### config.mk
export PLATFORM = sky130hd
export DESIGN_NAME = seven_segment_scanner
export DESIGN_NICKNAME = d
export VERILOG_FILES = /design/src/rtl/seg7_pkg.sv /design/src/rtl/seg7_scan_timer.sv /design/src/rtl/seven_segment_scanner.sv
export SDC_FILE = /design/constraint.sdc
export NUM_CORES = 1
export LEC_CHECK = 0
export ABC_AREA = 0
export CORE_MARGIN = 4
export CORE_UTILIZATION = 50
export CTS_CLUSTER_DIAMETER = 30
export DETAILED_ROUTE_END_ITERATION = 7
export GPL_ROUTABILITY_DRIVEN = 0
export HOLD_SLACK_MARGIN = 0.06
export PLACE_DENSITY_LB_ADDON = 0.12
export SKIP_CTS_REPAIR_TIMING = 1
export SYNTH_ARGS = -nofsm -noshare
export SYNTH_HDL_FRONTEND = slang
export SYNTH_SLANG_ARGS = --single-unit
### constraint.sdc
create_clock -name clk -period 5.4 [get_ports clk]
set_input_delay 0.54 -clock clk [delete_from_list [all_inputs] [get_ports clk]]
set_output_delay 0.54 -clock clk [all_outputs]
set_load 0.02 [all_outputs]
### src/rtl/seg7_pkg.sv
// Shared constants and glyph lookup for the seven-segment scanner.
package seg7_pkg;

    // All segments and the decimal point off (active-low outputs).
    localparam logic [7:0] SEG_OFF   = 8'hFF;
    // Glyph bits 6:0 with every segment off, used for blanked digits.
    localparam logic [6:0] SEG_BLANK = 7'h7F;

    // Active-low g..a patterns for hex digits; entry n is GLYPH_TABLE[n].
    localparam logic [15:0][6:0] GLYPH_TABLE = {
        7'h0E, 7'h06, 7'h21, 7'h46,   // F E D C
        7'h03, 7'h08, 7'h10, 7'h00,   // B A 9 8
        7'h78, 7'h02, 7'h12, 7'h19,   // 7 6 5 4
        7'h30, 7'h24, 7'h79, 7'h40    // 3 2 1 0
    };

    // Position of the scan within the current digit slot.
    typedef enum logic {
        PH_DEAD  = 1'b0,
        PH_DRIVE = 1'b1
    } phase_t;

    function automatic logic [6:0] nibble_to_glyph(input logic [3:0] nib);
        return GLYPH_TABLE[nib];
    endfunction

endpackage

### src/rtl/seg7_scan_timer.sv
// Slot timer: dwell prescaler, digit index and DEAD/DRIVE phase.
module seg7_scan_timer
    import seg7_pkg::*;
#(
    parameter int NUM_DIGITS   = 4,
    parameter int DWELL_CYCLES = 50000,
    parameter int DEAD_CYCLES  = 2,
    parameter int IDX_W        = (NUM_DIGITS > 1) ? $clog2(NUM_DIGITS) : 1
) (
    input  logic             clk,
    input  logic             rst_n,
    input  logic             enable,
    output logic [IDX_W-1:0] digit_idx,
    output phase_t           phase
);

    localparam int               PRE_W    = (DWELL_CYCLES > 1) ? $clog2(DWELL_CYCLES) : 1;
    localparam logic [PRE_W-1:0] PRE_LAST = PRE_W'(DWELL_CYCLES - 1);
    localparam logic [IDX_W-1:0] IDX_LAST = IDX_W'(NUM_DIGITS - 1);

    logic [PRE_W-1:0] prescaler;
    logic [PRE_W-1:0] prescaler_next;
    logic [IDX_W-1:0] digit_idx_next;

    // State register: prescaler and digit index.
    always_ff @(posedge clk or negedge rst_n) begin
        if (!rst_n) begin
            prescaler <= '0;
            digit_idx <= '0;
        end else begin
            // NOTE: non-blocking so every flop samples pre-edge values, whatever the statement order.
            prescaler <= prescaler_next;
            digit_idx <= digit_idx_next;
        end
    end

    // Next state: count while enabled, advance the digit on wrap, hold otherwise.
    always_comb begin
        // NOTE: defaults first so no path leaves a signal unassigned and infers a latch.
        prescaler_next = prescaler;
        digit_idx_next = digit_idx;
        if (enable) begin
            if (prescaler == PRE_LAST) begin
                prescaler_next = '0;
                digit_idx_next = (digit_idx == IDX_LAST) ? '0 : digit_idx + 1'b1;
            end else begin
                prescaler_next = prescaler + 1'b1;
            end
        end
    end

    // Phase output: the first DEAD_CYCLES counts of each slot are dark.
    generate
        if (DEAD_CYCLES == 0) begin : g_no_dead
            assign phase = PH_DRIVE;
        end else begin : g_dead
            always_comb begin
                phase = (prescaler < PRE_W'(DEAD_CYCLES)) ? PH_DEAD : PH_DRIVE;
            end
        end
    endgenerate

endmodule

### src/rtl/seven_segment_scanner.sv
// Time-multiplexed common-anode seven-segment driver with leading-zero blanking.
module seven_segment_scanner
    import seg7_pkg::*;
#(
    parameter int NUM_DIGITS   = 4,
    parameter int DWELL_CYCLES = 50000,
    parameter int DEAD_CYCLES  = 2,
    parameter int IDX_W        = (NUM_DIGITS > 1) ? $clog2(NUM_DIGITS) : 1
) (
    input  logic                    clk,
    input  logic                    rst_n,
    input  logic [4*NUM_DIGITS-1:0] value,
    input  logic [NUM_DIGITS-1:0]   dp,
    input  logic                    load,
    input  logic                    enable,
    input  logic                    lz_blank,
    output logic [7:0]              seg,
    output logic [NUM_DIGITS-1:0]   an,
    output logic [IDX_W-1:0]        digit_idx
);

    logic [4*NUM_DIGITS-1:0] value_q;
    logic [NUM_DIGITS-1:0]   dp_q;
    logic [NUM_DIGITS-1:0]   blank_mask;
    logic                    zero_above;
    logic [3:0]              cur_nib;
    logic [7:0]              seg_next;
    logic [NUM_DIGITS-1:0]   an_next;
    phase_t                  phase;

    seg7_scan_timer #(
        .NUM_DIGITS   (NUM_DIGITS),
        .DWELL_CYCLES (DWELL_CYCLES),
        .DEAD_CYCLES  (DEAD_CYCLES),
        .IDX_W        (IDX_W)
    ) u_timer (
        .clk       (clk),
        .rst_n     (rst_n),
        .enable    (enable),
        .digit_idx (digit_idx),
        .phase     (phase)
    );

    // Shadow registers: capture the display data on load.
    always_ff @(posedge clk or negedge rst_n) begin
        if (!rst_n) begin
            // NOTE: shadows are reset so the first slots after reset show 0, never X.
            value_q <= '0;
            dp_q    <= '0;
        end else if (load) begin
            value_q <= value;
            dp_q    <= dp;
        end
    end

    // Blanking mask: digit i is dark when it and every higher nibble are zero.
    always_comb begin
        zero_above = lz_blank;
        blank_mask = '0;
        for (int i = NUM_DIGITS - 1; i >= 0; i--) begin
            zero_above    = zero_above && (value_q[4*i +: 4] == 4'h0);
            blank_mask[i] = zero_above && (i != 0);
        end
    end

    // Output decode for the current slot; dark when disabled or in dead time.
    always_comb begin
        seg_next = SEG_OFF;
        an_next  = '1;
        cur_nib  = value_q[{digit_idx, 2'b00} +: 4];
        if (enable && (phase == PH_DRIVE)) begin
            an_next[digit_idx] = 1'b0;
            seg_next = {~dp_q[digit_idx],
                        blank_mask[digit_idx] ? SEG_BLANK : nibble_to_glyph(cur_nib)};
        end
    end

    // Output register: one cycle of latency, glitch-free pins.
    always_ff @(posedge clk or negedge rst_n) begin
        if (!rst_n) begin
            seg <= SEG_OFF;
            an  <= '1;
        end else begin
            seg <= seg_next;
            an  <= an_next;
        end
    end

endmodule
* Word-level counts from Yosys, hierarchy flattened
Memories as Yosys holds them, arrays and structs flattened.
Cells that the tools add are included.
** Word-level totals
- Flip-flop bits (word level) :: 50
- Bits in latches :: 0
- Bits in writable memories :: 0
- Bits in read-only memories :: 112
- Input port bits :: 25
- Output and inout bits :: 14
- Word-level logic and storage cells :: 40
- Memories kept :: 1
** Operators by class
- $add $sub $neg :: 2
- $mul :: 0
- Div/mod/pow operators :: 0
- Order comparisons :: 4
- Equal/unequal tests :: 2
- Shift-type cells :: 1
- Multiplexer cells :: 13
- Bitwise operators :: 2
- Reduce and logical (&&, ||, !) cells :: 9
** Memories
- (no name shown) :: words 16, bits a word 7, read ports 1, clocked after memory_dff 0, write ports 0, RTL line seg7_pkg.sv:24 : return GLYPH_TABLE[nib];
** Operator list (number)
- adder 16 x 1 -> 16 bit (second input constant) :: 1
- equality test 16 bit (second input constant) :: 1
- < comparator 16 x 2 -> 1 bit (second input constant) :: 1
- 2-to-1 mux 16 bit :: 1
- variable part select 16 x 5 -> 4 bit :: 1
- 2-to-1 mux 7 bit :: 2
- zero test 4 bit :: 3
- 2-to-1 mux 8 bit :: 1
- logical AND 1 bit :: 5
- < comparator 4 x 5 -> 1 bit (second input constant) :: 1
- binary-select mux 1 bit (select 2 bit) :: 2
- 2-to-1 mux 1 bit :: 4
- 2-to-1 mux 4 bit :: 1
- inverter 4 bit :: 1
- < comparator 2 x 3 -> 1 bit (second input constant) :: 1
- adder 2 x 1 -> 2 bit (second input constant) :: 1
- demux 1 bit (select 2 bit) :: 1
- equality test 2 bit (second input constant) :: 1
- >= comparator 2 x 1 -> 1 bit (second input constant) :: 1
- 2-to-1 mux 2 bit :: 1
- AND reduction 2 bit :: 1
- inverter 1 bit :: 1

* Longest topological paths before layout
Gate-level depths: netlist (run 1).
- Depth after elaboration :: 8
- Mapped depth :: 8
- Depth with buffers taken out :: 7

* Cells and area by module
A second synthesis (run 1) with hierarchy kept.
** Unflattened totals
- Cell total of the unflattened synthesis :: 207
- Area total of the unflattened synthesis :: 2566.2 µm²
** Modules (own cells, without submodules)
- seven_segment_scanner :: instances 1, cells each 115, area each 1561.5 µm², sequential area each 815.8 µm²
- seg7_scan_timer :: instances 1, cells each 92, area each 1004.7 µm², sequential area each 450.4 µm²

* Worst setup path after synthesis (run 1)
No wires, ideal clock.
- Path kind :: register to register
- Start :: register u_timer.digit_idx[0]
- End :: register seg[3]
- Setup time :: 0.085 ns
- Arrival :: 2.181 ns
- Required time :: 5.315 ns
- Path slack :: 3.134 ns
- Cell stages (with the launch flop) :: 8
- Buffers on the path :: 1
- Clock period less this slack :: 2.266 ns
- Cells stage by stage :: dfrtp_1 > buf_6 > mux4_1 > inv_1 > ha_1 > inv_1 > mux4_2 > nand3b_1
** Between the ends
- Word-level cells in the longest chain between the ends :: 5
- Elaborated cells on any way between the ends :: 7
- Those cells by class :: shift (1); mux (5); memory (1)
** Ends and longest elaborated chain
- start, declared :: RTL line seg7_scan_timer.sv:13 : output logic [IDX_W-1:0] digit_idx,
- start signal, assigned :: RTL line seg7_scan_timer.sv:33 : digit_idx <= digit_idx_next;
- variable part select 16 x 5 -> 4 bit :: RTL line seven_segment_scanner.sv:70 : cur_nib = value_q[{digit_idx, 2'b00} +: 4];
- memory read (16 x 7 bit)
- 2-to-1 mux 7 bit (not written as such) :: RTL line seg7_pkg.sv:24
- 2-to-1 mux 7 bit * :: RTL line seven_segment_scanner.sv:74 : blank_mask[digit_idx] ? SEG_BLANK : nibble_to_glyph(cur_nib)};
- 2-to-1 mux 8 bit * :: RTL line seven_segment_scanner.sv:71 : if (enable && (phase == PH_DRIVE)) begin
- named net seg_next[3] :: RTL line seven_segment_scanner.sv:27 : logic [7:0] seg_next;
- end signal, assigned :: RTL line seven_segment_scanner.sv:84 : seg <= seg_next;
- end, declared :: RTL line seven_segment_scanner.sv:17 : output logic [7:0] seg,
The timed path passes the listed nets; every way through them passes the cells marked *. The select of a mux whose other input is x is not followed.
A chain may end at the register's enable or synchronous reset.

* Worst setup path in the final report (run 1)
Same ends and word-level chain as after synthesis.

==> results of run 1 <==
-- state kept, by name, summed over array words and instances, names as in the netlist --
register           cells
seg                    8
value_q               16
u_timer.prescaler     16
an                     4
u_timer.digit_idx      2
dp_q                   4
-- logic make-up after synthesis --
| family | share of synthesized area, % |
|---|---|
| adder cells (fa/ha/maj) | 5.50 |
| multiplexers | 19.2 |
| XOR/XNOR | 3.85 |
| flip-flops | 50.6 |
| buffers and inverters | 3.35 |
| AND/OR/NAND/NOR | 13.3 |
| AO/OA/AOI/OAI | 4.25 |
-- where the power goes --
group | leakage, uW | switching [uW] | internal [uW] | total (uW)
Combinational | 0.000604 | 94.2 | 101 | 196
Clock | 0.0000524 | 114 | 139 | 253
Sequential | 0.000596 | 47.7 | 434 | 482
-- worst max-delay path by stage --
| stage | end | slack (ps) |
|---|---|---|
| after detailed placement | seg[3]$_DFF_PN1_ | 2930 |
| after CTS | seg[3]$_DFF_PN1_ | 2930 |
| final | seg[3]$_DFF_PN1_ | 2930 |
| after floorplan | seg[3]$_DFF_PN1_ | 3130 |
| after global placement | seg[3]$_DFF_PN1_ | 3040 |
| after global routing | seg[3]$_DFF_PN1_ | 2790 |
-- cells in the mapped netlist --
cell / number
and4_1: 2
a2bb2oi_1: 1
o21bai_1: 1
clkbuf_1: 2
mux4_2: 3
nand3_1: 8
dfrtp_1: 38
nand3b_1: 1
dfstp_2: 12
nor2_1: 11
mux2_2: 22
buf_4: 2
nand4_1: 8
a32oi_1: 1
nor2b_1: 4
ha_1: 11
a21o_1: 1
nor4_1: 10
nor3_1: 2
mux4_1: 4
xnor2_1: 8
o21ai_0: 6
a21oi_1: 2
or2_2: 1
xor2_1: 3
a41oi_1: 1
nand2_1: 19
a22oi_1: 1
inv_1: 9
mux2i_1: 6
o2111ai_1: 2
buf_2: 1
buf_6: 2
-- worst reg2reg max path, cell delays in order (launching register included) --
cell	delay, ps
dfrtp_1	650
mux4_1	760
inv_1	180
ha_1	140
inv_1	50
mux4_2	440
nand3b_1	160
-- layer usage --
layer / GRT usage (%) / wire, um
met3: 3.51 / 214
met5: 0 / 0
met2: 22.2 / 1920
met1: 25.8 / 2350
met4: 4.72 / 40
-- cell type report --
| type | instances | area [sq um] | area share [%] |
|---|---|---|---|
| Clock inverter | 1 | 30.0 | 0.993 |
| Multi-Input combinational cell | 139 | 1150 | 38.1 |
| Sequential cell | 50 | 1270 | 41.9 |
| Tap cell | 67 | 83.8 | 2.77 |
| Timing Repair Buffer | 39 | 383 | 12.7 |
| Inverter | 9 | 33.8 | 1.12 |
| Clock buffer | 7 | 76.3 | 2.52 |
-- stage by stage --
step	instances	hold WS (ps)	total power, uW	instance area (sq um)	setup WS, ps
2_1_floorplan	205	244	603	2500	3130
3_3_place_gp	304	487	683	2920	3040
3_5_place_dp	304	491	686	2920	2930
4_1_cts	312	347	941	3030	2930
5_1_grt	312	391	986	3030	2790
6_report	312	323	931	3030	2930
-- layout by cell type (no fill, tap or decap), types with 3 or more instances in the layout --
cell	Yosys	final
mux2i_1	6	6
nand3_1	8	8
nor2_1	11	11
mux2_2	22	22
clkbuf_8	0	5
mux4_2	3	3
dfrtp_1	38	38
mux4_1	4	4
dfstp_2	12	12
ha_1	11	11
xnor2_1	8	8
xor2_1	3	3
inv_1	9	9
o21ai_0	6	6
nor4_1	10	10
nand4_1	8	8
nand2_1	19	19
nor2b_1	4	4
clkdlybuf4s50_1	0	37
==> out/results.tsv, run 1 <==
stage	metric	value	unit
timing	RSZ-0062 raised after global routing	false	
detailed_routing	Starting DRT DRC Count	102	
floorplan	Die Y	78.7	um
timing	Slew @ Worst Pin	988	ps
detailed_routing	antenna-violating nets left	0	
worst_setup_path	Worst Path Required	5580	ps
grt	Total Routing Usage GR	16.3	%
floorplan	Placement Rows	25	
timing	final setup fails	0	
detailed_routing	Vias per Instance	5.40	
layout	ratio of cells with drive above 1 in the final layout	18.8	%
yosys	post-synth top area share	38.0	%
timing	TNS Setup	0	ps
worst_setup_path	Setup crit end kind	register	
yosys	Seq/Total Area, Yosys	50.6	%
grt	first-pass GRT wire length	8020	um
timing	Slew HR	33.3	%
timing	FMAX	405	MHz
yosys	register bit total from synthesis	50	
layout	# fillers	395	
yosys	area of the mapped netlist	2500	sq um
yosys	Synth area leaders	dfrtp_1 (38%), dfstp_2 (13%), mux2_2 (9.9%)	
timing	Clock Skew	13.9	ps
worst_setup_path	CP peak stage delay	750	ps
timing	crit share post-route	45.8	%
pwr	P per Cell Area	308	nW/um^2
layout	Syn-to-layout area delta	20.9	%
grt	initial antenna violation count	0	
detailed_routing	wire per inst	14.5	um
cts	Clock Tree Buf Depth	2	
timing	Slew Viols, Final	0	
yosys	cell count after synthesis	205	
worst_setup_path	crit-path cells	mux4_1, inv_1, ha_1, inv_1, mux4_2, nand3b_1	
floorplan	Die Area	6200	sq um
layout	final core utilization	63.2	%
pwr	P_leak	0.00125	uW
yosys	largest area contributor in the netlist	dfrtp_1	
outcome	status	finished clean	
yosys	Syn Nets	241	
cts	root buffer cell	clkbuf_8	
placement	DP Wirelength	3300	um
floorplan	Die X	78.7	um
worst_setup_path	reg2reg setup slack	2930	ps
timing	Fin. Hold Viols	0	
layout	# nets final	280	
layout	Antenna diodes	0	
yosys	Yosys warnings	0	
min_path	Hold Path Class	in -> async	
yosys	synth unique cells	33	
detailed_routing	Pre-antenna DRT Iters	4	
worst_setup_path	CP Max Fanout	12	
floorplan	Initial Util	52.3	%
floorplan	CORE AREA	4790	sq um
cts	insertion delay to the later sink of the worst-skew pair	300	ps
worst_setup_path	Most common cell on crit path	inv_1	
timing	fin crit period	2470	ps
worst_setup_path	crit path launch	u_timer.digit_idx[0]$_DFFE_PN0P_	
pwr	IR drop worst, VDD	0.000176	V
worst_setup_path	top cell family by delay on the critical path	multiplexers	
worst_setup_path	Worst Reg-to-Reg Cells	6	
floorplan	IO Count	39	
worst_setup_path	slowest CP cell	mux4_1	
worst_setup_path	Worst Path Buf+Inv	2	
worst_setup_path	Worst R2R End	seg[3]$_DFF_PN1_	
detailed_routing	via count	1684	
worst_setup_path	data arrival time of the critical path	2650	ps
yosys	Mean Syn Cell Area	12.2	sq um
cts	CTS tree	yes	
cts	H-tree depth	2	
worst_setup_path	worst r2r src	u_timer.digit_idx[0]$_DFFE_PN0P_	
placement	Buffers on Ports	38	
worst_setup_path	startpoint types	register	
detailed_routing	drt total wl	4520	um
grt	pin count of the biggest net entering global routing	51	
cts	clk sink count	50	
worst_setup_path	crit path kind	reg -> reg	
cts	total CTS buffers	5	
run	max_cap viols	0	
grt	global route overflow	0	
grt	vias in the first global route	1622	
cts	Worst-path clk slew	90	ps
detailed_routing	# DRC	0	
worst_setup_path	CP Depth	6	
(Power assumes the default switching activity.)
==> run 2, diff against run 1 <==
--- a/config.mk
+++ b/config.mk
@@ -7,7 +7,7 @@
 export LEC_CHECK = 0
 export ABC_AREA = 0
 export CORE_MARGIN = 4
-export CORE_UTILIZATION = 50
+export CORE_UTILIZATION = 48
 export CTS_CLUSTER_DIAMETER = 30
 export DETAILED_ROUTE_END_ITERATION = 7
 export GPL_ROUTABILITY_DRIVEN = 0
==> constraint.sdc (replaced) <==
create_clock -name clk -period 2.21 [get_ports clk]
set_input_delay 0.221 -clock clk [delete_from_list [all_inputs] [get_ports clk]]
set_output_delay 0.221 -clock clk [all_outputs]
set_load 0.02 [all_outputs]
==> out/results.tsv, run 2 (synthesized netlist as in run 1, its figures left out) <==
stage	metric	value	unit
outcome	status	finished clean	
pwr	P per Cell Area	710	nW/um^2
cts	Worst-path clk slew	80	ps
detailed_routing	antenna-violating nets left	0	
grt	global route overflow	0	
detailed_routing	via count	1701	
layout	most frequent cells in the layout	dfrtp_1 (37), clkdlybuf4s50_1 (37), mux2_2 (22)	
grt	initial antenna violation count	0	
layout	# nets final	290	
timing	Slew @ Worst Pin	483	ps
detailed_routing	# DRC	0	
pwr	sequential power share	53.9	%
worst_setup_path	Setup crit end kind	register	
grt	pin count of the biggest net entering global routing	32	
cts	clk sink count	50	
timing	Fin. Hold Viols	0	
timing	RSZ-0062 raised after global routing	false	
placement	DP Wirelength	3570	um
floorplan	CORE AREA	5070	sq um
worst_setup_path	slowest CP cell	mux4_2	
grt	first-pass GRT wire length	8310	um
detailed_routing	Pre-antenna DRT Iters	4	
cts	insertion delay to the later sink of the worst-skew pair	300	ps
timing	Clock Skew	6.58	ps
floorplan	Die X	80.2	um
pwr	IR drop worst, VDD	0.000356	V
layout	Antenna diodes	0	
pwr	clock share of power	23.4	%
timing	Slew Viols, Final	0	
detailed_routing	drt total wl	4810	um
worst_setup_path	Worst Reg-to-Reg Cells	6	
timing	setup ws final	188	ps
pwr	P_leak	0.00128	uW
worst_setup_path	Worst Path Required	2440	ps
timing	FMAX	495	MHz
timing	Slew HR	67.5	%
layout	Syn-to-layout area delta	22.9	%
layout	Largest regs	u_timer.prescaler (16), value_q (16), seg (8)	
pwr	internal power	1550	uW
worst_setup_path	startpoint types	register	
cts	total CTS buffers	5	
floorplan	Placement Rows	26	
cts	root buffer cell	clkbuf_8	
timing	final setup fails	0	
grt	vias in the first global route	1679	
grt	Total Routing Usage GR	16.9	%
detailed_routing	wire per inst	14.8	um
worst_setup_path	data arrival time of the critical path	2250	ps
placement	Buffers on Ports	38	
pwr	sw power	636	uW
cts	H-tree depth	2	
worst_setup_path	CP peak stage delay	580	ps
timing	fin crit period	2020	ps
placement	Setup WS pre-CTS	107	ps
min_path	Hold Path Class	in -> async	
detailed_routing	Starting DRT DRC Count	68	
worst_setup_path	Worst Path Buf+Inv	2	
floorplan	IO Count	39	
worst_setup_path	top cell family by delay on the critical path	multiplexers	
detailed_routing	Vias per Instance	5.23	
pwr	Switching Fraction	29.2	%
pwr	Comb power frac	22.6	%
floorplan	Die Area	6430	sq um
timing	crit share post-route	91.5	%
worst_setup_path	CP Max Fanout	5	
cts	CTS tree	yes	
worst_setup_path	crit path kind	reg -> reg	
layout	ratio of cells with drive above 1 in the final layout	22.4	%
cts	Clock Tree Buf Depth	2	
floorplan	Initial Util	49.3	%
timing	TNS Setup	0	ps
worst_setup_path	crit-path cells	mux4_2, inv_1, ha_1, inv_1, mux4_2, nand3b_1	
floorplan	Die Y	80.2	um
worst_setup_path	CP Depth	6	
run	max_cap viols	0	
run 2: cell types whose count changed in the layout (fill, tap and decap cells not counted):
cell	change
clkbuf_1	+1
dfrtp_1	-1
mux4_1	-2
dfrtp_2	+1
mux4_2	+2
bufinv_16	-1
buf_4	+9
dlygate4sd3_1	+1
run 2: final cells by class:
cell class              instances  area [sq um]
clock buffers                   8          80.1
fillers                       443          2000
inverters                       9          33.8
multi-input cells             139          1140
flip-flops and latches         50          1270
well taps                      70          87.6
repair buffers                 49           460
run 2: worst paths after layout:
check / slack [ps] / end / from
worst min-delay path: 420 / value_q[3]$_DFFE_PN0P_ / rst_n
min in group clk: 500 / u_timer.prescaler[13]$_DFFE_PN0P_ / u_timer.prescaler[13]$_DFFE_PN0P_
worst min register to register: 500 / u_timer.prescaler[13]$_DFFE_PN0P_ / u_timer.prescaler[13]$_DFFE_PN0P_
worst max register to register: 190 / seg[3]$_DFF_PN1_ / u_timer.digit_idx[0]$_DFFE_PN0P_
worst max-delay path: 190 / seg[3]$_DFF_PN1_ / u_timer.digit_idx[0]$_DFFE_PN0P_
max in group asynchronous: 1410 / seg[7]$_DFF_PN1_ / rst_n
run 2: metrics by stage:
step                hold WS (ps)  utilization [%]  cells  power [uW]  area, sq um
finish                       423             60.6    325        2180         3070
global route                 447             60.6    325        2320         3070
CTS                         -119             60.5    324        2200         3070
detailed placement           208             58.9    316        1690         2990
global placement             205             58.9    316        1680         2990
floorplan                  -74.6                -    205        1470         2500
run 2: tightest hold or removal path, cell delays in order:
cell           delay, ps
dlygate4sd3_1        520
buf_2                110
buf_4                250
run 2: per-layer routing:
metal / global-route usage, % / vias up / share of wire (%)
met3: 4.60 / 7 / 6.1
met5: 0 / - / 0
met1: 25.3 / 805 / 53
met2: 24.1 / 55 / 40
li1: - / 834 / -
met4: 4.05 / 0 / 1.4
run 2: power by group through the flow:
stage	clock, uW	sequential [uW]	combinational (uW)
global route	570	1200	550
floorplan	0	1220	257
detailed placement	0	1190	495
finish	511	1180	494
global placement	0	1190	485
CTS	526	1180	496
==> run 3, diff against run 2 <==
--- a/config.mk
+++ b/config.mk
@@ -6,6 +6,7 @@
 export NUM_CORES = 1
 export LEC_CHECK = 0
 export ABC_AREA = 0
+export CORE_ASPECT_RATIO = 1.75
 export CORE_MARGIN = 4
 export CORE_UTILIZATION = 48
 export CTS_CLUSTER_DIAMETER = 30
==> out/results.tsv, run 3 (synthesized netlist as in run 1, its figures left out) <==
stage	metric	value	unit
worst_setup_path	Setup crit end kind	register	
worst_setup_path	Worst Path Required	2430	ps
layout	ratio of cells with drive above 1 in the final layout	22.6	%
worst_setup_path	crit-path cells	mux4_1, inv_1, ha_1, inv_1, mux4_2, nand3b_1	
cts	insertion delay to the later sink of the worst-skew pair	300	ps
detailed_routing	antenna-violating nets left	0	
grt	global route overflow	0	
cts	H-tree depth	2	
pwr	IR drop worst, VDD	0.000523	V
timing	RSZ-0062 raised after global routing	false	
layout	final core utilization	61.0	%
detailed_routing	Starting DRT DRC Count	50	
floorplan	Die X	62.6	um
placement	Buffers on Ports	38	
worst_setup_path	startpoint types	register	
timing	Slew @ Worst Pin	865	ps
placement	DP Wirelength	3650	um
detailed_routing	via count	1717	
layout	Syn-to-layout area delta	22.4	%
worst_setup_path	CP peak stage delay	660	ps
worst_setup_path	Most common cell on crit path	inv_1	
layout	Antenna diodes	0	
detailed_routing	wire per inst	15.3	um
pwr	P per Cell Area	745	nW/um^2
grt	vias in the first global route	1744	
worst_setup_path	top cell family by delay on the critical path	multiplexers	
timing	crit share post-route	94.5	%
grt	pin count of the biggest net entering global routing	41	
detailed_routing	Pre-antenna DRT Iters	4	
detailed_routing	Vias per Instance	5.61	
cts	root buffer cell	clkbuf_8	
layout	most frequent cells in the layout	dfrtp_1 (37), clkdlybuf4s50_1 (37), mux2_2 (22)	
run	max_cap viols	0	
timing	TNS Setup	0	ps
timing	Slew Viols, Final	0	
pwr	P_leak	0.00129	uW
cts	total CTS buffers	5	
layout	Largest regs	u_timer.prescaler (16), value_q (16), seg (8)	
timing	worst hold slack	21.7	ps
floorplan	CORE AREA	5020	sq um
grt	initial antenna violation count	0	
min_path	Hold Path Class	in -> async	
layout	# nets final	287	
timing	final setup fails	0	
floorplan	Die Y	104	um
cts	Clock Tree Buf Depth	2	
floorplan	Initial Util	49.9	%
floorplan	IO Count	39	
worst_setup_path	slowest CP cell	mux4_1	
worst_setup_path	CP Max Fanout	5	
detailed_routing	# DRC	0	
cts	CTS tree	yes	
cts	clk sink count	50	
worst_setup_path	crit path kind	reg -> reg	
grt	Total Routing Usage GR	15.5	%
detailed_routing	drt total wl	4700	um
floorplan	Placement Rows	34	
timing	Slew HR	42.3	%
timing	Fin. Hold Viols	0	
outcome	status	finished clean	
worst_setup_path	Worst Path Buf+Inv	2	
timing	Clock Skew	7.52	ps
cts	Worst-path clk slew	90	ps
floorplan	Die Area	6480	sq um
timing	fin crit period	2090	ps
worst_setup_path	data arrival time of the critical path	2310	ps
timing	FMAX	479	MHz
grt	first-pass GRT wire length	7970	um
==> run 3: cell types whose count changed in the layout (fill, tap and decap cells not counted) <==
| cell | previous run | this run |
|---|---|---|
| mux4_1 | 2 | 3 |
| clkbuf_1 | 3 | 0 |
| buf_4 | 10 | 8 |
| bufinv_16 | 0 | 1 |
| dlygate4sd3_1 | 1 | 0 |
| clkinv_2 | 0 | 2 |
| mux4_2 | 5 | 4 |
==> run 3: layer usage <==
metal	up-vias	wire length (um)	GRT usage [%]
met5	-	0	0
met4	0	121	6.79
met3	9	187	3.68
met2	42	2630	28.7
met1	834	1760	16.0
li1	832	-	-
==> run 3: cell type report <==
class,count,area (sq um)
Tap cell,54,67.6
Inverter,9,33.8
Clock inverter,3,40.0
Sequential cell,50,1270
Clock buffer,5,68.8
Timing Repair Buffer,46,435
Fill cell,428,1960
Multi-Input combinational cell,139,1150
==> run 3: worst paths after layout <==
kind / slack (ps) / startpoint / cells after the start / endpoint
max: 120 / u_timer.digit_idx[0]$_DFFE_PN0P_ / 6 / seg[3]$_DFF_PN1_
max in group asynchronous: 1540 / rst_n / 2 / u_timer.digit_idx[0]$_DFFE_PN0P_
min: 20 / rst_n / 1 / u_timer.prescaler[4]$_DFFE_PN0P_
max reg2reg: 120 / u_timer.digit_idx[0]$_DFFE_PN0P_ / 6 / seg[3]$_DFF_PN1_
min in group clk: 500 / u_timer.prescaler[7]$_DFFE_PN0P_ / 1 / u_timer.prescaler[7]$_DFFE_PN0P_
min reg2reg: 500 / u_timer.prescaler[7]$_DFFE_PN0P_ / 1 / u_timer.prescaler[7]$_DFFE_PN0P_
==> run 3: per-stage QoR <==
step	cell area [sq um]	setup WS, ps	instances	total power [uW]
floorplan	2500	20.3	205	1470
global placement	2960	191	298	1670
detailed placement	2960	116	298	1680
CTS	3070	102	306	2310
global route	3060	0.312	306	2420
finish	3060	123	306	2280
==> run 3: power by group <==
group	switching (uW)	internal [uW]	total [uW]	leakage, uW
clock network	290	333	623	0.0000579
logic	229	254	483	0.000634
registers	114	1060	1170	0.000596
==> run 3: worst register-to-register path, stage by stage, from the launching register on <==
cell and delay, ps:
dfrtp_2 400, mux4_1 660, inv_1 160, ha_1 150, inv_1 50, mux4_2 430
nand3b_1 160
==> patch 1, RTL diff (flow settings as in run 1) <==
Add an input register stage for `value`, `dp`, `load`, `enable` and `lz_blank`, cleared by the reset; this delays them by one clock.
--- a/src/rtl/seven_segment_scanner.sv
+++ b/src/rtl/seven_segment_scanner.sv
@@ -20,4 +20,26 @@
 );
 
+    logic [4*NUM_DIGITS-1:0] value_r;
+    logic [NUM_DIGITS-1:0] dp_r;
+    logic load_q;
+    logic enable_q;
+    logic lz_blank_q;
+
+    always_ff @(posedge clk or negedge rst_n) begin
+        if (!rst_n) begin
+            value_r    <= '0;
+            dp_r       <= '0;
+            load_q     <= '0;
+            enable_q   <= '0;
+            lz_blank_q <= '0;
+        end else begin
+            value_r    <= value;
+            dp_r       <= dp;
+            load_q     <= load;
+            enable_q   <= enable;
+            lz_blank_q <= lz_blank;
+        end
+    end
+
     logic [4*NUM_DIGITS-1:0] value_q;
     logic [NUM_DIGITS-1:0]   dp_q;
@@ -37,5 +59,5 @@
         .clk       (clk),
         .rst_n     (rst_n),
-        .enable    (enable),
+        .enable    (enable_q),
         .digit_idx (digit_idx),
         .phase     (phase)
@@ -48,7 +70,7 @@
             value_q <= '0;
             dp_q    <= '0;
-        end else if (load) begin
-            value_q <= value;
-            dp_q    <= dp;
+        end else if (load_q) begin
+            value_q <= value_r;
+            dp_q    <= dp_r;
         end
     end
@@ -56,5 +78,5 @@
     // Blanking mask: digit i is dark when it and every higher nibble are zero.
     always_comb begin
-        zero_above = lz_blank;
+        zero_above = lz_blank_q;
         blank_mask = '0;
         for (int i = NUM_DIGITS - 1; i >= 0; i--) begin
@@ -69,5 +91,5 @@
         an_next  = '1;
         cur_nib  = value_q[{digit_idx, 2'b00} +: 4];
-        if (enable && (phase == PH_DRIVE)) begin
+        if (enable_q && (phase == PH_DRIVE)) begin
             an_next[digit_idx] = 1'b0;
             seg_next = {~dp_q[digit_idx],
Function: changed (a bounded check fails within 4 cycles, from zero or initial values and one cycle with rst_n low).
==> patch 1 against run 1 <==
Wire length up 15%. Global-route usage down 0.15 points. First-iteration DRC count up 9.8%. Count of clock-buffer cells in the layout up 4. Sequential cell count up 23. Synthesized cell count up 15%. Largest power group unchanged. Sequential share of layout area up 7.7 points. Synthesized area up 23%. Die area up 21%. Clock skew down 5.8 ps. Final area up 23%. Power up 41%. Worst setup slack worse by 33 ps.
==> patch 1: results (changes against run 1) <==
| Metric | Value |
|---|---|
| Placed Cells | 340 (+12%) |
| Met3 GRT Util | 4.94% (+1.4 points) |
| CTS Buf Count | 9 (+4) |
| Wl on met1 | 2.51 mm (+6.8%) |
| IO buf count | 38 (unchanged) |
| Largest delay contributor family on the critical path | multiplexers |
| Leading registers by flop count | u_timer.prescaler (16), value_q (16), value_r (16) |
| Synth top area cells | dfrtp_1 49%, dfstp_2 10%, mux2_2 7.3% |
| Largest net degree at the start of global routing | 74 (+45%) |
| Slowest CP cell | mux4_1 |
| Clk_skew | 8.07 ps (-5.83 ps) |
| Share of cells above drive strength 1 | 18.5% (-0.27 points) |
| Sequential share of the synthesized area | 59.7% (+9.1 points) |
| GR Util met2 | 23.3% (+1.1 points) |
| Status | completed |
| WL met3 | 261 um (+22%) |
| Routed WL | 5.21 mm (+15%) |
| Gr usage total | 16.1% (-0.15 points) |
| CP max FO | 14 (+2) |
| Post-synth cell types | 36 (+9.1%) |
| DRT Pass-1 Iters | 4 (unchanged) |
| Highest Signal Layer | met4 |
| Global-route wire length before repair | 9.18 mm (+14%) |
| R2R Setup Slk | 2900 ps (-30 ps) |
| Reg2reg start | u_timer.digit_idx[0] |
| Worst-Skew Late Latency | 340 ps (+40 ps) |
| Static leakage | 1.59 nW (+27%) |
| Syn Inst Count | 236 (+15%) |
| Final nets | 312 (+11%) |
| Antenna cells | 0 (unchanged) |
| Htree depth | 3 (+1) |
| Post-DR vias/cell | 5.32 (-1.4%) |
| DR WL met2 | 2.34 mm (+22%) |
| CP arrival | 2760 ps (+110 ps) |
| Worst slew pin tran | 859 ps (-129 ps) |
| Synthesized net count | 272 (+13%) |
| Worst hold slack | 393 ps (+69.5 ps) |
| Routing usage on met1 | 22.5% (-3.3 points) |
| Hold WC Path Type | in2async |
| Top_reg_cell synth | dfrtp_1 |
| Vias in the first global route | 1885 (+16%) |
| DPL Wire Length | 3.60 mm (+9.3%) |
| Commonest cells post-synth | 61 x dfrtp_1, 23 x nand2_1, 20 x mux2_2, 12 x dfstp_2, 12 x nor2_1 |
| Initial drt markers | 112 (+9.8%) |
| Average wire per standard cell | 14.6 um (+1.0%) |
| Worst vdd ir | 0.226 mV (+28%) |
-- patch 1: cell families (layout without fill, tap and decap cells) --
family / count (synthesis) / count (layout) / synth area share [%]
mux: 31 / 31 / 13.9
xor+xnor: 12 / 12 / 3.41
buf+inv: 18 / 63 / 2.80
simple gates: 72 / 72 / 11.6
flops: 73 / 73 / 59.7
compound gates: 19 / 19 / 4.14
fa+ha+maj: 11 / 11 / 4.46
-- patch 1: cell type report --
| cell class | instances | area (um^2) |
|---|---|---|
| Tap cell | 75 | 93.8 |
| Clock inverter | 5 | 81.3 |
| Sequential cell | 73 | 1840 |
| Fill cell | 488 | 2240 |
| Inverter | 8 | 30.0 |
| Clock buffer | 11 | 131 |
| Multi-Input combinational cell | 145 | 1160 |
| Timing Repair Buffer | 39 | 383 |
-- patch 1: worst register-to-register path, stage by stage, from the launching register on --
cell and delay (ps):
dfrtp_1 670, mux4_1 770, inv_1 160, ha_1 150, inv_1 50, mux4_1 480
nand2b_1 150
-- patch 1: worst min path at each step --
| stage | from | end |
|---|---|---|
| final | rst_n | u_timer.prescaler[7] |
| after global routing | rst_n | value_q[4] |
| after CTS | rst_n | lz_blank_q |
| after detailed placement | value_r[14] | value_q[14] |
| after global placement | value_r[14] | value_q[14] |
| after floorplan | rst_n | dp_q[0] |
-- patch 1: stage by stage --
step	instance area, um^2	setup WS [ps]	utilization [%]	total power [mW]
finish	3720	2900	62.4	1.31
global route	3720	2730	62.4	1.38
CTS	3720	2880	62.4	1.32
detailed placement	3510	2900	58.9	0.868
global placement	3510	3010	58.9	0.861
floorplan	3090	3080	-	0.783
-- patch 1: power by group --
group	switching (mW)	total [mW]	internal [mW]	leakage, nW
clock network	0.193	0.454	0.260	0.104
registers	0.0508	0.665	0.614	0.870
logic	0.0933	0.191	0.0977	0.621
==> patch 2, RTL diff (settings of run 1) <==
Made on the original files. `DWELL_CYCLES` is set to 50000 in 2 places; all go to 100000.
--- a/src/rtl/seg7_scan_timer.sv
+++ b/src/rtl/seg7_scan_timer.sv
@@ -4,5 +4,5 @@
 #(
     parameter int NUM_DIGITS   = 4,
-    parameter int DWELL_CYCLES = 50000,
+    parameter int DWELL_CYCLES = 100000,
     parameter int DEAD_CYCLES  = 2,
     parameter int IDX_W        = (NUM_DIGITS > 1) ? $clog2(NUM_DIGITS) : 1
--- a/src/rtl/seven_segment_scanner.sv
+++ b/src/rtl/seven_segment_scanner.sv
@@ -4,5 +4,5 @@
 #(
     parameter int NUM_DIGITS   = 4,
-    parameter int DWELL_CYCLES = 50000,
+    parameter int DWELL_CYCLES = 100000,
     parameter int DEAD_CYCLES  = 2,
     parameter int IDX_W        = (NUM_DIGITS > 1) ? $clog2(NUM_DIGITS) : 1
Behaviour: no difference found for any inputs over 10 cycles, from zero or initial values and one cycle with rst_n low; that may be too few to reach the edited logic, so the function may still have changed.
==> patch 2 against run 1 <==
Sequential cell count increased by 1. Critical path type is now in2reg. Final area about the same. Synthesized area decreased by 0.50%. Highest routed layer unchanged. Largest cell class unchanged. Clock skew decreased by 4.7 ps. Worst setup slack improved by 240 ps. Wire length decreased by 1.8%. Register-to-register slack improved by 340 ps. Largest power group unchanged. Power increased by 0.15%.
==> patch 2: results (changes against run 1) <==
| Metric | Value |
|---|---|
| DRT Pass-1 Iters | 4 (unchanged) |
| Final nets | 288 (+2.9%) |
| Dpl cell area | 2920 um^2 (about the same) |
| Slowest CP cell | clkdlybuf4s50_1 |
| Post-synth cell types | 42 (+27%) |
| Synthesized net count | 249 (+3.3%) |
| Sequential share of the synthesized area | 51.9% (+1.3 points) |
| Worst slack, placed | 2790 ps (-138 ps) |
| Wl on met1 | 2.06 mm (-12%) |
| P_sw | 254 uW (-0.78%) |
| Seq pwr share | 51.3% (-0.5 points) |
| WL met3 | 199 um (-7.0%) |
| Share of cells above drive strength 1 | 20.9% (+2.2 points) |
| Slew headroom | 42.2% (+8.9 points) |
| Status | completed |
| Worst vdd ir | 0.172 mV (-2.7%) |
| Static leakage | 1.27 nW (+1.5%) |
| Vias in the first global route | 1660 (+2.3%) |
| Crit path largest cell delay | 670 ps (-80 ps) |
| Synth top area cells | dfrtp_1 39%, dfstp_2 13%, mux2_2 9.9% |
| Met3 GRT Util | 3.78% (+0.27 points) |
| Gr usage total | 16.0% (-0.24 points) |
| DPL Wire Length | 3.19 mm (-3.2%) |
| Largest net degree at the start of global routing | 52 (+2.0%) |
| Average wire per standard cell | 13.9 um (-4.2%) |
| Global-route wire length before repair | 7.77 mm (-3.2%) |
| GR Util met2 | 26.1% (+4.0 points) |
| DR WL met2 | 2.11 mm (+10%) |
| Commonest cells post-synth | 39 x dfrtp_1, 23 x nand2_1, 22 x mux2_2, 12 x dfstp_2, 12 x nand3_1 |
| Layout fillers | 404 (+2.3%) |
-- patch 2: cell count changes in the layout (fill, tap and decap cells not counted), sizes merged, moves of 4 or more --
cell,delta
nand2,+4
nand4,-4
o21ai,+4
nand3,+4
mux2i,-5
nor4,-6
-- patch 2: path summary, 6_finish.rpt --
kind	depth (start not counted)	end	startpoint	slack, ps
worst max-delay path	5	seg[2]	enable	3170
worst min-delay path	2	value_q[13]	rst_n	330
worst max register to register	5	u_timer.prescaler[10]	u_timer.prescaler[11]	3270
worst min register to register	1	u_timer.prescaler[14]	u_timer.prescaler[14]	490
max in group asynchronous	2	u_timer.prescaler[0]	rst_n	4650
min in group clk	1	u_timer.prescaler[14]	u_timer.prescaler[14]	490
-- patch 2: cells by family after synthesis --
group,count (synthesis),share of synthesized area (%)
xor+xnor,10,3.52
fa+ha+maj,11,5.53
simple gates,75,15.5
flops,51,51.9
buf+inv,14,2.61
mux,28,14.9
compound gates,24,6.08
-- patch 2: worst max-delay path, delay by kind of cell --
| family | cells | cell delay [ps] |
|---|---|---|
| buffers and inverters | 2 | 770 |
| AOI/OAI and AO/OA | 2 | 650 |
| and+or+nand+nor | 1 | 470 |
-- patch 2: through the flow --
step	hold WS (ps)	total power [mW]	std cells
after floorplan	244	0.596	213
after global placement	472	0.674	312
after detailed placement	482	0.678	312
after CTS	346	0.945	320
after global routing	392	0.985	320
final	334	0.932	320
-- patch 2: cell type report --
class | count | area [um^2] | area share (%)
clock buffers | 6 | 72.6 | 2.40
clock inverters | 2 | 37.5 | 1.24
inverters | 7 | 26.3 | 0.868
multi-input cells | 148 | 1130 | 37.4
flip-flops and latches | 51 | 1290 | 42.6
well taps | 67 | 83.8 | 2.77
repair buffers | 39 | 383 | 12.6
